[config.mk]
export PLATFORM = sky130hd
export DESIGN_NAME = udp_table_reader
export DESIGN_NICKNAME = d
export VERILOG_FILES = /design/src/rtl/udp_table_reader.sv
export SDC_FILE = /design/constraint.sdc
export NUM_CORES = 1
export LEC_CHECK = 0
export BUFFER_PORTS_ARGS = -buffer_cell sky130_fd_sc_hd__buf_4
export CORE_MARGIN = 5
export CORE_UTILIZATION = 53
export DETAILED_ROUTE_END_ITERATION = 16
export PLACE_DENSITY = 0.77
export SLEW_MARGIN = 40
export SYNTH_ARGS = -nofsm -noshare
export SYNTH_HDL_FRONTEND = slang
export SYNTH_SLANG_ARGS = --single-unit
[constraint.sdc]
create_clock -name clk -period 4.6 [get_ports clk]
set_input_delay 0.92 -clock clk [delete_from_list [all_inputs] [get_ports clk]]
set_output_delay 0.92 -clock clk [all_outputs]
set_load 0.02 [all_outputs]
[src/rtl/udp_table_reader.sv]
// Scans all 16 rows of a 4-input function and captures its response into a truth table.
// Latency: done pulses 16*(SETTLE+1)+1 cycles after start is accepted; each row is held SETTLE+1 cycles.
// Backpressure: none; start is sampled only in IDLE, and a start seen while scanning or finishing is dropped.
// Optional compare port set enabled by defining UDP_TABLE_CMP_EN.
module udp_table_reader #(
    parameter int SETTLE = 2
) (
    input  logic        clk,
    input  logic        rst_n,
    input  logic        start,
    input  logic        E,
`ifdef UDP_TABLE_CMP_EN
    input  logic [15:0] expected,
    output logic        mismatch,
`endif
    output logic        A,
    output logic        B,
    output logic        C,
    output logic        D,
    output logic        busy,
    output logic        done,
    output logic [15:0] truth,
    output logic [3:0]  index
);

    typedef enum logic [1:0] {IDLE, DRIVE, FINISH} state_t;

    localparam logic [3:0] SETTLE_CNT = 4'(SETTLE);

    state_t      state, state_nxt;
    logic [3:0]  index_nxt;
    logic [3:0]  cnt, cnt_nxt;
    logic [15:0] truth_nxt;
    logic        sample;

    always_comb begin
        state_nxt = state;
        index_nxt = index;
        cnt_nxt   = cnt;
        truth_nxt = truth;
        sample    = (state == DRIVE) && (cnt == SETTLE_CNT);
        case (state)
            IDLE: begin
                if (start) begin
                    state_nxt = DRIVE;
                    index_nxt = 4'd0;
                    cnt_nxt   = 4'd0;
                    truth_nxt = 16'h0000;
                end
            end
            DRIVE: begin
                if (sample) begin
                    truth_nxt[index] = E;
                    cnt_nxt          = 4'd0;
                    // Last row leaves index at 15 so the stimulus never wraps mid-scan.
                    if (index == 4'd15)
                        state_nxt = FINISH;
                    else
                        index_nxt = index + 4'd1;
                end else begin
                    cnt_nxt = cnt + 4'd1;
                end
            end
            FINISH:  state_nxt = IDLE;
            default: state_nxt = IDLE;
        endcase
    end

    always_ff @(posedge clk or negedge rst_n) begin
        if (!rst_n) begin
            state <= IDLE;
            index <= 4'd0;
            cnt   <= 4'd0;
            truth <= 16'h0000;
        end else begin
            state <= state_nxt;
            index <= index_nxt;
            cnt   <= cnt_nxt;
            truth <= truth_nxt;
        end
    end

`ifdef UDP_TABLE_CMP_EN
    // Compare against the final table on the entry edge so the flag is valid during FINISH.
    always_ff @(posedge clk or negedge rst_n) begin
        if (!rst_n)
            mismatch <= 1'b0;
        else if (state == IDLE && start)
            mismatch <= 1'b0;
        else if (sample && index == 4'd15)
            mismatch <= (truth_nxt != expected);
    end
`endif

    assign {A, B, C, D} = index;
    assign busy         = (state == DRIVE);
    assign done         = (state == FINISH);

endmodule

# After elaboration in Yosys (flattened, before gate mapping)
# Cells that the tools add are included.
dict set report totals {
  register_bits 26
  latchBits 0
  ram_bits 0
  mem_bits_ro 0
  input_bits 4
  output_inout_bits 26
  word_cells 40
  memories 0
}
dict set report op_classes {
  n_addsub 2
  mul 0
  n_div 0
  n_lt_le_gt_ge 2
  eq_ne 8
  n_shift 0
  muxes 16
  bitwise_logic 0
  n_reduce_logical 8
}
# op n
set ops {}
lappend ops {{$mux 16} 2}
lappend ops {{$pmux 16 s2} 1}
lappend ops {{$bwmux 16} 1}
lappend ops {{$mux 4} 4}
lappend ops {{$pmux 4 s2} 2}
lappend ops {{$add 4x1->4 const B} 2}
lappend ops {{$mux 2} 3}
lappend ops {{$reduce_and 3->1} 2}
lappend ops {{$lt 4x5->1 const B} 1}
lappend ops {{$demux 1 s4} 1}
lappend ops {{$eq 4x2->1 const B} 1}
lappend ops {{$eq 4x4->1 const B} 1}
lappend ops {{$ge 4x1->1 const B} 1}
lappend ops {{$ne 2x1->1 const B} 2}
lappend ops {{$ne 2x2->1 const B} 2}
lappend ops {{$pmux 2 s2} 1}
lappend ops {{$reduce_and 4->1} 1}
lappend ops {{$eq 2x1->1 const B} 1}
lappend ops {{$eq 2x2->1 const B} 1}
lappend ops {{$logic_and 1x1->1} 2}
lappend ops {{$logic_not 2->1} 1}
lappend ops {{$reduce_and 2->1} 1}
lappend ops {{$reduce_bool 2->1} 1}
lappend ops {{$mux 1} 1}

# Logic depth before layout (Yosys ltp)
# Gate-level depths: netlist of the first run.
dict set report logic_depth {
  ltp_word 7
  ltp_mapped 6
  mapped_depth_nobuf 5
}

# Worst setup path after synthesis of the first run
# OpenSTA, ideal clock, no wires.
dict set report synth_timing {
  path_kind {register to output}
  startpoint {reg state[1]}
  endpoint {out done}
  t_arrival_ns 1.170
  required_ns 3.680
  setup_slack_ns 2.510
  path_stages_with_launch 4
  path_buffers 2
  cell_sequence {dfrtp_1 -> clkbuf_1 -> clkbuf_1 -> nor2b_1}
}
dict set report synth_between {
  elab_chain_cells 1
}
# element line_no
set synth_rtl {}
lappend synth_rtl {{start: declaration} 30} ;# state_t state, state_nxt;
lappend synth_rtl {{start signal: assignment} 76} ;# state <= state_nxt;
lappend synth_rtl {{$eq 2x2->1} 97} ;# assign done = (state == FINISH);
lappend synth_rtl {{end: declaration} 21} ;# output logic done,
# Every way passes these cells.

# Final worst setup path of the first run
dict set report layout_timing {
  startpoint {reg state[0]}
  endpoint {out busy}
}
dict set report layout_between {
  elab_chain_cells 1
}
# element line_no
set layout_rtl {}
lappend layout_rtl {{$eq 2x1->1} 96} ;# assign busy = (state == DRIVE);
lappend layout_rtl {{end: declaration} 20} ;# output logic busy,
# Every way passes these cells.

==> impl_metrics.env, run 1 <==
export IMPL_htreeDepth=1
export IMPL_tns_ps=0
export IMPL_avgRoutedWirePerCell_um=16.93
export IMPL_nets=196
export IMPL_vias=1367
export IMPL_outcome="finished, final reports clean"
export IMPL_cts_sinks=26
export IMPL_synth_top_area_share_pct=40.69
export IMPL_antenna_found_initial=0
export IMPL_die_area_um2=4215
export IMPL_final_cells=217
export IMPL_cts_buffer_depth=2
export IMPL_clockPowerShare_pct=11.5
export IMPL_avgViaCountPerCell=6.300
export IMPL_tightestPinTransition_ps=857.3
export IMPL_io_pins=30
export IMPL_fmax_mhz=328.9
export IMPL_ctsResizeCount=0
export IMPL_grtUsageTotal_pct=18.68
export IMPL_die_w_um=64.93
export IMPL_ys_warn_count=0
export IMPL_grt_overflow_total=0
export IMPL_clkTransAtPathRegs_ps=140
export IMPL_place_congestion=0.8060
export IMPL_start_util_pct=53.70
export IMPL_worst_setup_path_type="register to output port"
export IMPL_tritoncts="done"
export IMPL_finalClockSkew_ps=6.176
export IMPL_clkLatencyLatePin_ps=320
export IMPL_cp_max_fo=27
export IMPL_fin_util_pct=59.96
export IMPL_finalCritPeriodShare_pct=66.10
export IMPL_die_h_um=64.93
export IMPL_first_global_vias=1341
export IMPL_worstPathArrival_ps=2120
export IMPL_dpl_cell_count=213
export IMPL_ctsHoldBuffers=0
export IMPL_ant_nets=0
export IMPL_hold_path_class="primary input to async pin"
export IMPL_seq_area_frac_synth_pct=40.69
export IMPL_synthCells=171
export IMPL_synth_commonest_cells="dfrtp_1, inv_1, a221oi_1"
export IMPL_rows=20
export IMPL_root_buffer="clkbuf_4"
export IMPL_drt_initial_drc_count=75
export IMPL_worst_path_max_delay_cell="dfrtp_1"
export IMPL_n_antenna_cell=0
export IMPL_synth_top_cell_by_area="dfrtp_1"
export IMPL_seqPwrFrac_pct=40.5
export IMPL_setup_viol=0
export IMPL_period_minus_slack_ps=3041
export IMPL_p_leak_nw=0.7607
export IMPL_synth_edf_count=0
export IMPL_core_area_um2=2978
export IMPL_place_port_buffers=29
export IMPL_postCtsSetupBuffers=0
export IMPL_hold_viol=0
export IMPL_max_vdd_ir_drop_uv=291.4
export IMPL_p_per_area_nw_per_um2=561.4
export IMPL_maxSlewHeadroom_pct=42.85
export IMPL_critical_path_endpoint_type="output port"
export IMPL_hpwl_um=2545
export IMPL_wl_um=3674
export IMPL_ys_async_sr_fraction_pct=100.0
export IMPL_combPwrFrac_pct=48.0
export IMPL_cp_start_kind="register"
export IMPL_grt_pass1_wl_um=6327
export IMPL_layout_drive_gt1_share_pct=21.74
export IMPL_cp_cell_sequence="nor2b_1 > buf_4"
export IMPL_numCtsBuffers=3
export IMPL_place_area_um2=1744
export IMPL_sw_frac_of_total_pct=45.33
export IMPL_grt_max_degree=28
export IMPL_ys_ff_latch=26
export IMPL_drcViolationCount=0
export IMPL_yosys_cell_count_top_type="dfrtp_1"
export IMPL_syn_area_um2=1599
export IMPL_synth_nets=182
export IMPL_synth_flop_cell="dfrtp_1"
export IMPL_synth_distinct_cells=31
export IMPL_n_fill_cell=254
export IMPL_maxCapViolations=0
export IMPL_required_ps=3680
export IMPL_internal_power_uw=548.0
export IMPL_dr_pass1_iters=4
export IMPL_critPathMaxStageDelay_ps=930
export IMPL_syn_area_per_cell_um2=9.351
export IMPL_rsz0062_at_grt="no"
export IMPL_p_switching_uw=454.3
export IMPL_stdcell_area_um2=1785
export IMPL_synthToLayoutAreaGrowth_pct=11.66
export IMPL_maxSlewViolCount=0
export IMPL_synthTopCellsByArea="dfrtp_1, a221oi_1, o22ai_1"
==> power groups by stage <==
stage | clock network, mW | logic (mW) | registers, mW
final | 0.115 | 0.481 | 0.406
after global routing | 0.130 | 0.527 | 0.423
after CTS | 0.119 | 0.478 | 0.404
after detailed placement | 0 | 0.476 | 0.409
after global placement | 0 | 0.459 | 0.399
after floorplan | 0 | 0.326 | 0.414
==> logic make-up after synthesis <==
| logic type | share of synthesized area [%] |
|---|---|
| AOI/OAI and AO/OA | 21.44 |
| adders and majority gates | 5.477 |
| buffers and inverters | 12.36 |
| DFF | 40.69 |
| muxes | 1.878 |
| and+or+nand+nor | 18.15 |
==> final timing paths <==
kind                       cells past startpoint            startpoint  slack (ps)                    end
max in group asynchronous                      1                 rst_n        3870   index[0]$_DFFE_PN0P_
max reg2reg                                    3  state[0]$_DFFE_PN0P_        2330  truth[14]$_DFFE_PN0P_
min reg2reg                                    2  truth[6]$_DFFE_PN0P_         530   truth[6]$_DFFE_PN0P_
min in group clk                               2  truth[6]$_DFFE_PN0P_         530   truth[6]$_DFFE_PN0P_
max                                            2  state[0]$_DFFE_PN0P_        1560                   busy
min                                            1                 rst_n         480   truth[3]$_DFFE_PN0P_
==> registers in the layout, indices dropped and copies added (netlist names) <==
name   count
cnt        4
truth     16
index      4
state      2
==> per-layer routing <==
layer	up-vias	GRT usage, %	wire length (um)
met3	6	4.333	231
met2	50	29.37	1731
li1	650	-	-
met1	661	25.82	1665
met4	0	4.749	46
met5	-	0	0
==> per-stage QoR <==
stage	setup WS, ps	total power, mW	hold WS [ps]
finish	1559	1.002	482.1
global route	1404	1.080	489.3
CTS	1594	1.002	482.7
detailed placement	1981	0.8850	509.3
global placement	2080	0.8577	506.8
floorplan	2510	0.7405	500.7
==> layout make-up <==
class,instances,area (um^2),share of cell area (%)
tap,33,41.29,2.313
clock buffer,4,36.28,2.032
multi-input combinational,104,760.7,42.61
sequential,26,650.6,36.44
timing repair buffer,29,217.7,12.19
inverter,21,78.83,4.415
==> critical path: cells and delay by family, from the launching register on <==
kind	cells	cell delay, ps
DFF	1	930
buffers and inverters	1	260
and+or+nand+nor	1	620
==> cell usage in the layout (no fill, tap or decap), types with 2 or more instances in the layout <==
| master | count |
|---|---|
| or3b_2 | 3 |
| mux2i_1 | 3 |
| nand3b_1 | 8 |
| ha_1 | 7 |
| a221oi_1 | 18 |
| inv_1 | 21 |
| nor2b_1 | 2 |
| o21ai_0 | 4 |
| clkbuf_4 | 3 |
| nand2b_1 | 4 |
| nand4_1 | 5 |
| o22ai_1 | 17 |
| a31oi_1 | 2 |
| dfrtp_1 | 26 |
| o211ai_1 | 2 |
| nor2_1 | 3 |
| nand3_1 | 8 |
| nand2_1 | 8 |
| buf_4 | 29 |
Note: power is estimated with default switching activity, not from simulation.
==> run 2: changes to the inputs <==
==> constraint.sdc (replaced) <==
create_clock -name clk -period 3 [get_ports clk]
set_input_delay 0.6 -clock clk [delete_from_list [all_inputs] [get_ports clk]]
set_output_delay 0.6 -clock clk [all_outputs]
set_load 0.02 [all_outputs]
==> impl_metrics.env, run 2 (synthesized netlist as in run 1, its figures left out) <==
export IMPL_drt_initial_drc_count=86
export IMPL_io_pins=30
export IMPL_finalCritPeriodShare_pct=74.60
export IMPL_stdcell_area_um2=1814
export IMPL_clockPowerShare_pct=15.0
export IMPL_setup_viol=0
export IMPL_die_area_um2=4215
export IMPL_root_buffer="clkbuf_4"
export IMPL_reg_top3="truth (16), cnt (4), index (4)"
export IMPL_maxSlewViolCount=0
export IMPL_clkLatencyLatePin_ps=330
export IMPL_avgRoutedWirePerCell_um=16.19
export IMPL_cts_buffer_depth=2
export IMPL_internal_power_uw=910.2
export IMPL_hold_viol=0
export IMPL_synthToLayoutAreaGrowth_pct=13.46
export IMPL_required_ps=2400
export IMPL_layout_drive_gt1_share_pct=21.93
export IMPL_place_area_um2=1762
export IMPL_cts_sinks=26
export IMPL_ctsResizeCount=0
export IMPL_htreeDepth=1
export IMPL_numCtsBuffers=3
export IMPL_ant_nets=0
export IMPL_worst_setup_path_type="register to output port"
export IMPL_period_minus_slack_ps=2238
export IMPL_tightestPinTransition_ps=807.4
export IMPL_tns_ps=0
export IMPL_dr_pass1_iters=4
export IMPL_nets=199
export IMPL_postCtsSetupBuffers=0
export IMPL_tritoncts="done"
export IMPL_rows=20
export IMPL_ctsHoldBuffers=0
export IMPL_place_congestion=0.9137
export IMPL_n_antenna_cell=0
export IMPL_maxSlewHeadroom_pct=46.17
export IMPL_hold_path_class="primary input to async pin"
export IMPL_avgViaCountPerCell=6.232
export IMPL_max_vdd_ir_drop_uv=514.3
export IMPL_seqPwrFrac_pct=38.5
export IMPL_grtUsageTotal_pct=18.36
export IMPL_grt_max_degree=28
export IMPL_largest_reg_flops=16
export IMPL_die_h_um=64.93
export IMPL_sw_frac_of_total_pct=43.41
export IMPL_place_port_buffers=29
export IMPL_first_global_vias=1320
export IMPL_start_util_pct=53.70
export IMPL_mostFrequentLayoutCell="buf_4"
export IMPL_grt_overflow_total=0
export IMPL_cp_max_fo=27
export IMPL_p_switching_uw=698.2
export IMPL_cp_start_kind="register"
export IMPL_clkTransAtPathRegs_ps=140
export IMPL_antenna_found_initial=0
export IMPL_vias=1371
export IMPL_die_w_um=64.93
export IMPL_core_area_um2=2978
export IMPL_regMostFlops="truth"
export IMPL_maxCapViolations=0
export IMPL_grt_pass1_wl_um=6223
export IMPL_combPwrFrac_pct=46.5
export IMPL_rsz0062_at_grt="no"
export IMPL_timing_rr_start="state[0]$_DFFE_PN0P_"
export IMPL_fmax_mhz=446.8
export IMPL_worstPathArrival_ps=1640
export IMPL_drcViolationCount=0
export IMPL_wl_um=3561
export IMPL_finalClockSkew_ps=7.050
export IMPL_outcome="finished, final reports clean"
export IMPL_hpwl_um=2475
export IMPL_p_per_area_nw_per_um2=886.5
export IMPL_critPathLaunch="state[0]$_DFFE_PN0P_"
export IMPL_final_cell_mix="buf_4, dfrtp_1, inv_1, a221oi_1, o22ai_1"
export IMPL_critical_path_endpoint_type="output port"
export IMPL_p_leak_nw=0.7792
export IMPL_n_fill_cell=247
run 2: cell types whose count changed in the layout (fill, tap and decap cells not counted):
cell       previous run  this run
nand4bb_2             1         0
nor3b_1               0         1
clkbuf_8              1         0
bufinv_16             0         1
nand4bb_1             0         1
nor3b_2               1         0
buf_4                29        32
run 2: metrics by stage:
step           power (mW)  std cells  utilization (%)  hold slack (ps)  setup WS, ps
2_1_floorplan       1.135        171                -            304.4          1230
3_3_place_gp        1.336        216            59.16            508.8          1169
3_5_place_dp        1.372        216            59.16            511.6          1122
4_1_cts             1.616        220            60.92            154.6         760.0
5_1_grt             1.728        220            60.92            153.3         654.7
6_report            1.608        220            60.92            150.5         761.9
run 2: worst paths after layout:
check	end	slack, ps	depth (start not counted)
worst min-delay path	index[2]$_DFFE_PN0P_	150	1
min in group clk	truth[12]$_DFFE_PN0P_	530	2
worst min register to register	truth[12]$_DFFE_PN0P_	530	2
max in group asynchronous	index[1]$_DFFE_PN0P_	2610	1
worst max register to register	index[0]$_DFFE_PN0P_	1080	4
worst max-delay path	busy	760	2
run 2: cell type report:
cell class,instances,area (um^2),area share (%)
multi-input cells,104,750.7,41.38
inverters,21,78.83,4.345
flip-flops and latches,26,650.6,35.86
clock buffers,3,22.52,1.241
repair buffers,32,240.2,13.24
clock inverters,1,30.03,1.655
well taps,33,41.29,2.276
run 2: per-layer routing:
metal / wire [um] / vias up / global-route usage, %
li1: - / 657 / -
met1: 1654 / 662 / 26.73
met2: 1644 / 48 / 28.35
met3: 230 / 4 / 2.773
met4: 31 / 0 / 4.749
met5: 0 / - / 0
run 2: power groups by stage:
stage	Clock [mW]	Combinational, mW	Sequential [mW]
6_report	0.241	0.748	0.619
5_1_grt	0.261	0.823	0.644
4_1_cts	0.247	0.752	0.618
3_5_place_dp	0	0.747	0.625
3_3_place_gp	0	0.726	0.610
2_1_floorplan	0	0.500	0.635
run 2: critical path: stages, from the launching register on:
cell and delay (ps):
dfrtp_1 890, nor2b_1 250, buf_4 170
==> run 3: changes to the inputs <==
==> constraint.sdc (replaced) <==
create_clock -name clk -period 2.1 [get_ports clk]
set_input_delay 0.42 -clock clk [delete_from_list [all_inputs] [get_ports clk]]
set_output_delay 0.42 -clock clk [all_outputs]
set_load 0.02 [all_outputs]
==> impl_metrics.env, run 3 (synthesized netlist as in run 1, its figures left out) <==
export IMPL_clkLatencyLatePin_ps=340
export IMPL_start_util_pct=53.70
export IMPL_vias=1403
export IMPL_dpl_cell_count=219
export IMPL_grt_use_met2_pct=31.80
export IMPL_final_cells=224
export IMPL_combPwrFrac_pct=47.9
export IMPL_tightestPinTransition_ps=703.4
export IMPL_cp_start_kind="register"
export IMPL_met3_usage_pct=4.333
export IMPL_ff2ff_setup_slack_ps=230
export IMPL_ctsHoldBuffers=1
export IMPL_avgViaCountPerCell=6.263
export IMPL_period_minus_slack_ps=1866
export IMPL_n_antenna_cell=0
export IMPL_root_buffer="clkbuf_4"
export IMPL_setup_ws_ps=234.5
export IMPL_worst_setup_path_type="register to register"
export IMPL_critical_path_endpoint_type="register"
export IMPL_p_switching_mw=1.030
export IMPL_p_leak_nw=0.7973
export IMPL_numCtsBuffers=3
export IMPL_synthToLayoutAreaGrowth_pct=15.49
export IMPL_rows=20
export IMPL_hpwl_um=2620
export IMPL_ant_nets=0
export IMPL_io_pins=30
export IMPL_die_area_um2=4215
export IMPL_regMostFlops="truth"
export IMPL_grt_busiest_layer="met2"
export IMPL_hold_ws_ps=438.6
export IMPL_sw_frac_of_total_pct=43.90
export IMPL_mostFrequentLayoutCell="buf_4"
export IMPL_required_ps=2330
export IMPL_fin_util_pct=62.02
export IMPL_avgRoutedWirePerCell_um=16.91
export IMPL_layout_drive_gt1_share_pct=23.04
export IMPL_htreeDepth=1
export IMPL_tns_ps=0
export IMPL_place_port_buffers=29
export IMPL_rsz0062_at_grt="no"
export IMPL_internal_power_mw=1.316
export IMPL_power_mw=2.346
export IMPL_die_w_um=64.93
export IMPL_grt_pass1_wl_um=6610
export IMPL_drt_initial_drc_count=101
export IMPL_dr_pass1_iters=4
export IMPL_post_place_ws_ps=270.8
export IMPL_maxSlewViolCount=0
export IMPL_clkTransAtPathRegs_ps=160
export IMPL_wl_um=3787
export IMPL_worstPathArrival_ps=2100
export IMPL_finalCritPeriodShare_pct=88.83
export IMPL_nets=203
export IMPL_clockPowerShare_pct=15.4
export IMPL_reg_top3="truth (16), cnt (4), index (4)"
export IMPL_stdcell_area_um2=1847
export IMPL_hold_path_class="primary input to register"
export IMPL_worstRegToRegCells=5
export IMPL_tritoncts="done"
export IMPL_cts_sinks=26
export IMPL_cp_max_fo=8
export IMPL_place_congestion=0.8333
export IMPL_fmax_mhz=536.0
export IMPL_die_h_um=64.93
export IMPL_final_cell_mix="buf_4, dfrtp_1, inv_1, a221oi_1, o22ai_1"
export IMPL_p_per_area_nw_per_um2=1271
export IMPL_max_vdd_ir_drop_uv=753.8
export IMPL_largest_reg_flops=16
export IMPL_seqPwrFrac_pct=36.6
export IMPL_grt_overflow_total=0
export IMPL_first_global_vias=1374
export IMPL_drcViolationCount=0
export IMPL_finalClockSkew_ps=3.901
export IMPL_core_area_um2=2978
export IMPL_grt_max_degree=27
export IMPL_maxSlewHeadroom_pct=53.10
export IMPL_grtUsageTotal_pct=19.84
export IMPL_antenna_found_initial=0
export IMPL_place_area_um2=1784
export IMPL_cts_buffer_depth=2
export IMPL_hold_depth=3
export IMPL_maxCapViolations=0
export IMPL_setup_viol=0
export IMPL_ctsResizeCount=0
export IMPL_hold_viol=0
export IMPL_outcome="finished, final reports clean"
export IMPL_postCtsSetupBuffers=0
export IMPL_use_met1_pct=26.13
[run 3: changes by cell type in the layout (fill, tap and decap cells not counted)]
cell | previous run | this run
buf_4 | 32 | 35
dlygate4sd3_1 | 0 | 1
[run 3: final cells by class]
| type | instances | area [um^2] |
|---|---|---|
| Clock inverter | 1 | 30.03 |
| Sequential cell | 26 | 650.6 |
| Multi-Input combinational cell | 104 | 750.7 |
| Clock buffer | 3 | 22.52 |
| Inverter | 21 | 78.83 |
| Timing Repair Buffer | 36 | 272.8 |
| Fill cell | 262 | 1131 |
| Tap cell | 33 | 41.29 |
[run 3: final timing paths]
kind                                      startpoint               endpoint
worst max register to register  index[0]$_DFFE_PN0P_   truth[0]$_DFFE_PN0P_
worst min register to register  truth[5]$_DFFE_PN0P_   truth[5]$_DFFE_PN0P_
min in group asynchronous                      rst_n   truth[2]$_DFFE_PN0P_
worst max-delay path            index[0]$_DFFE_PN0P_   truth[0]$_DFFE_PN0P_
max in group asynchronous                      rst_n   index[0]$_DFFE_PN0P_
worst min-delay path                               E  truth[15]$_DFFE_PN0P_
[run 3: routing by layer]
metal / routed length (um) / up-vias / part of all wire [%]
met5: 0 / - / 0
met4: 60 / 0 / 1.6
met3: 339 / 6 / 9.0
met2: 1783 / 56 / 47
met1: 1604 / 672 / 42
li1: - / 669 / -
[run 3: power groups by stage]
stage	Clock, mW	Combinational [mW]	Sequential [mW]
finish	0.362	1.12	0.859
global route	0.392	1.23	0.897
CTS	0.366	1.13	0.858
detailed placement	0	1.12	0.868
global placement	0	1.10	0.846
floorplan	0	0.715	0.907
[run 3: critical path: stages, from the launching register on]
cell and delay, ps:
dfrtp_1 500, inv_1 170, ha_1 250, or3b_2 460
a221oi_1 250, o22ai_1 130
